==> config.mk <==
export PLATFORM = sky130hd
export DESIGN_NAME = prog_div
export DESIGN_NICKNAME = d
export VERILOG_FILES = /design/src/rtl/prog_div.sv
export SDC_FILE = /design/constraint.sdc
export NUM_CORES = 1
export LEC_CHECK = 0
export CAP_MARGIN = 30
export CORE_UTILIZATION = 30
export CTS_CLUSTER_SIZE = 30
export DETAILED_ROUTE_END_ITERATION = 16
export PLACE_DENSITY_LB_ADDON = 0.15
export SYNTH_ARGS = -nofsm -noshare
export SYNTH_HDL_FRONTEND = slang
export SYNTH_SLANG_ARGS = --single-unit
==> constraint.sdc <==
create_clock -name clk_sig -period 2.1 [get_ports clk_sig]
set_input_delay 0.525 -clock clk_sig [delete_from_list [all_inputs] [get_ports clk_sig]]
set_output_delay 0.525 -clock clk_sig [all_outputs]
set_load 0.005 [all_outputs]
==> src/rtl/prog_div.sv <==
// Programmable clock divider: CH duty-cycle outputs share one period counter.
// New ratio/duty configurations are staged in shadow registers and applied at a period wrap.
// Optional PROG_DIV_TICK_EN adds tick_sig, a one-cycle pulse after each enabled wrap.
module prog_div #(
  parameter int unsigned W        = 8,
  parameter int unsigned CH       = 2,
  parameter int unsigned DEF_NUM  = 4,
  parameter int unsigned DEF_DUTY = 2
) (
  input  logic            clk_sig,
  input  logic            reset_sig,
  input  logic            en_sig,
  input  logic            cfg_valid,
  output logic            cfg_ready,
  input  logic [W-1:0]    cfg_num,
  input  logic [CH*W-1:0] cfg_duty,
  output logic            cfg_err,
  output logic [CH-1:0]   div_sig
`ifdef PROG_DIV_TICK_EN
  ,
  output logic            tick_sig
`endif
);

  localparam logic [W-1:0]         NUM_RST  = W'(DEF_NUM);
  localparam logic [CH-1:0][W-1:0] DUTY_RST = {CH{W'(DEF_DUTY)}};

  typedef enum logic {ST_IDLE, ST_PEND} state_e;

  state_e                 state_q, state_d;
  logic [W-1:0]           cnt_q, cnt_d;
  logic [W-1:0]           num_act_q, num_act_d;
  logic [CH-1:0][W-1:0]   duty_act_q, duty_act_d;
  logic [W-1:0]           num_sh_q, num_sh_d;
  logic [CH-1:0][W-1:0]   duty_sh_q, duty_sh_d;
  logic [CH-1:0]          div_q, div_d;
  logic                   err_q, err_d;
  logic                   wrap;
  logic                   accept;
  logic                   reject;

  assign wrap = (cnt_q == num_act_q - W'(1));

  // State register
  always_ff @(posedge clk_sig or negedge reset_sig) begin
    if (!reset_sig) state_q <= ST_IDLE;
    else            state_q <= state_d;
  end

  // Next-state: a staged request stays pending until an enabled wrap applies it
  always_comb begin
    state_d = state_q;
    case (state_q)
      ST_IDLE: if (accept)        state_d = ST_PEND;
      ST_PEND: if (en_sig && wrap) state_d = ST_IDLE;
    endcase
  end

  // Handshake outputs
  always_comb begin
    cfg_ready = (state_q == ST_IDLE);
    accept    = cfg_valid && cfg_ready && (cfg_num >= W'(2));
    reject    = cfg_valid && cfg_ready && (cfg_num <  W'(2));
  end

  // Datapath: outputs compare the pre-update count, so new settings show one edge after the wrap
  always_comb begin
    cnt_d      = cnt_q;
    num_act_d  = num_act_q;
    duty_act_d = duty_act_q;
    num_sh_d   = num_sh_q;
    duty_sh_d  = duty_sh_q;
    div_d      = div_q;
    err_d      = reject;
    if (en_sig) begin
      for (int unsigned i = 0; i < CH; i++) begin
        div_d[i] = (cnt_q < duty_act_q[i]);
      end
      if (wrap) begin
        cnt_d = '0;
        if (state_q == ST_PEND) begin
          num_act_d  = num_sh_q;
          duty_act_d = duty_sh_q;
        end
      end else begin
        cnt_d = cnt_q + W'(1);
      end
    end
    if (accept) begin
      num_sh_d  = cfg_num;
      duty_sh_d = cfg_duty;
    end
  end

  always_ff @(posedge clk_sig or negedge reset_sig) begin
    if (!reset_sig) begin
      cnt_q      <= '0;
      num_act_q  <= NUM_RST;
      duty_act_q <= DUTY_RST;
      num_sh_q   <= NUM_RST;
      duty_sh_q  <= DUTY_RST;
      div_q      <= '0;
      err_q      <= 1'b0;
    end else begin
      cnt_q      <= cnt_d;
      num_act_q  <= num_act_d;
      duty_act_q <= duty_act_d;
      num_sh_q   <= num_sh_d;
      duty_sh_q  <= duty_sh_d;
      div_q      <= div_d;
      err_q      <= err_d;
    end
  end

  assign div_sig = div_q;
  assign cfg_err = err_q;

`ifdef PROG_DIV_TICK_EN
  logic tick_q, tick_d;

  always_comb begin
    tick_d = en_sig && wrap;
  end

  always_ff @(posedge clk_sig or negedge reset_sig) begin
    if (!reset_sig) tick_q <= 1'b0;
    else            tick_q <= tick_d;
  end

  assign tick_sig = tick_q;
`endif

endmodule

==> reports/results.tsv <==
metric	value	unit
fin_crit_sh	1.07	
dp_hpwl	3970	um
drcViolationCount	0	
r2r_end	duty_act_q[8]	
ios	32	
post-route-util	0.402	
diodes	0	
grt.met2_usage	0.210	
dieArea	10600	um2
drt-vias-per-instance	4.48	
use_met1	0.155	
syn_area	3050	um2
tightest_slew	0.369	ns
multi_input_area	1440	um2
grt_pass1_wl	9950	um
run_status	complete, but fails checks	
r2r_cells	9	
avgSynthCellArea	12.2	um2
track_usage	0.127	
portBuffers	31	
fp.dieH	103	um
cts_inserted_buffers	9	
synth_cell_types	37	
worstReg2RegStart	num_act_q[0]	
wl_per_cell	12.9	um
num_vias	1999	
grt_pass1_vias	2079	
cts_root_buffer	clkbuf_8	
synth_ff_type	dfrtp_1	
h-tree-depth	3	
drive_gt1_frac	0.329	
grt_max_degree	61	
violations	negative setup slack	
antenna_found_initial	0	
firstDrtPassIters	4	
critPathCaptureType	flop	
grtUsageMet3	0.0264	
hold_viol	0	
setup_viol	24	
rrSetupSlack	-0.15	ns
fin_crit	2.25	ns
layout_commonest_cell	dfrtp_1	
syn-num-nets	293	
cts_tree	yes	
design.core.area	9820	um2
synth.top_cell.area_share	0.443	
seq_area_frac_synth	0.495	
maxCapViolations	0	
fin_nets	352	
fmax	445	MHz
grt.busiest_layer	met2	
hold_buffers	0	
clk_pin_slew	0.07	ns
place_ws	-0.155	ns
gp_congestion	0.723	
synthCells	249	
antenna_left	0	
drtIter0Drc	41	
fin_skew	0.00569	ns
synth_area_leaders	dfrtp_1 (44%), mux2_2 (10%), mux2_4 (9.8%)	
ys_warn_count	0	
synth_seq_cells	60	
regArea	1510	um2
setup_slack	-0.149	ns
synth_area_leader_cell	dfrtp_1	
rsz0062_at_grt	yes	
crit_type	reg2reg	
hold_path.class	in2async	
critPathMaxFanout	24	
worstSetupStartpointType	flop	
cp_data_required_time	2.32	ns
overflow	0	
crit_arrival	2.47	ns
p_leak	1.79	nW
layout_common_cells	dfrtp_1 (54), clkdlybuf4s50_1 (30), mux2_2 (27), buf_4 (23), inv_1 (22)	
cts_sinks	60	
start_util	0.311	
synth-edff-count	0	
drv_slew	0	
area_delta_synth_final	29.3	%
wl	5770	um
clock_path_buffers	2	
vdd_drop_max	0.404	mV
die_w	103	um
synthArstFlopShare	1.00	
slew_headroom	0.753	
power_density	946	nW/um2
nFillCells	1008	
fp-row-count	36	
clkLatencyLatePin	0.34	ns
[cell usage after synthesis (2+ instances only)]
cell type and n:
a21o_1 8, a21oi_1 9, and3_1 2, buf_1 2
buf_6 2, clkbuf_1 5, dfrtp_1 54, dfstp_2 6
ha_1 16, inv_1 22, mux2_2 27, mux2_4 20
nand2_1 9, nand2b_1 6, nand3_1 8, nand3b_1 2
nor2_1 8, nor3_1 3, nor3_2 2, o211ai_1 2
o21ai_0 10, xnor2_1 7, xor2_1 5
[metal layers]
metal  share of wire  routed length (um)
met1            0.48                2780
met2            0.47                2710
met3           0.024                 137
met4           0.024                 138
met5               0                   0
[metrics by stage]
stage / power, W / setup TNS (ns) / hold slack [ns] / std cells / cell area, um2
after detailed placement: 0.00267 / -4.42 / 0.495 / 429 / 3700
after CTS: 0.00378 / -3.69 / 0.192 / 446 / 3910
after global routing: 0.00402 / -6.03 / 0.215 / 446 / 3940
after global placement: 0.00265 / -3.36 / 0.489 / 429 / 3700
final: 0.00373 / -3.02 / 0.186 / 446 / 3940
after floorplan: 0.00227 / -3.50 / 0.229 / 249 / 3050
[flip-flops by register name, indices dropped and copies added, names as in the netlist]
signal / count
duty_act_q: 16
cfg_err: 1
num_act_q: 8
div_sig: 2
cnt_q: 8
duty_sh_q: 16
state_q: 1
num_sh_q: 8
[how the worst max path moves through the flow]
| stage | start | to | slack (ns) | cells past startpoint |
|---|---|---|---|---|
| floorplan | num_act_q[0] | duty_act_q[0] | -0.18 | 9 |
| global placement | num_act_q[1] | duty_act_q[14] | -0.11 | 9 |
| detailed placement | num_act_q[1] | duty_act_q[8] | -0.16 | 9 |
| CTS | num_act_q[1] | duty_act_q[8] | -0.17 | 9 |
| global route | num_act_q[1] | duty_act_q[8] | -0.24 | 9 |
| finish | num_act_q[0] | duty_act_q[8] | -0.15 | 9 |
[layout make-up]
type | count | share of cell area
clock buffers | 12 | 0.0394
flip-flops and latches | 60 | 0.383
multi-input cells | 158 | 0.366
clock inverters | 4 | 0.0121
well taps | 133 | 0.0422
inverters | 22 | 0.0209
repair buffers | 57 | 0.136
[critical path, cell delays in order, from the launching register on]
cell and delay, ns:
dfrtp_1 0.41, inv_1 0.08, ha_2 0.17, or3b_4 0.40, nor3_4 0.15, xnor2_2 0.09
nor3_4 0.18, nand4_4 0.13, buf_12 0.21, mux2_4 0.31
[where the power goes]
part	switching, W	total [W]	internal (W)	leakage [nW]
combinational	0.000445	0.00103	0.000589	0.945
clock	0.000458	0.00107	0.000609	0.102
sequential	0.000188	0.00163	0.00144	0.745
total	0.00109	0.00373	0.00264	1.79
[logic make-up after synthesis]
logic type,synth area share
AO/OA/AOI/OAI,0.0665
XOR/XNOR,0.0345
multiplexers,0.198
AND/OR/NAND/NOR,0.0973
buffers and inverters,0.0431
flip-flops,0.495
adder cells (fa/ha/maj),0.0657
[repair_timing]
action                     CTS  global route
cloned                       0             0
setup buffers                1             0
resized for setup            1             7
pin swaps                    1             0
hold endpoints to repair     0             0
setup endpoints to repair   30            33
Power figures use the tool's default switching activity.
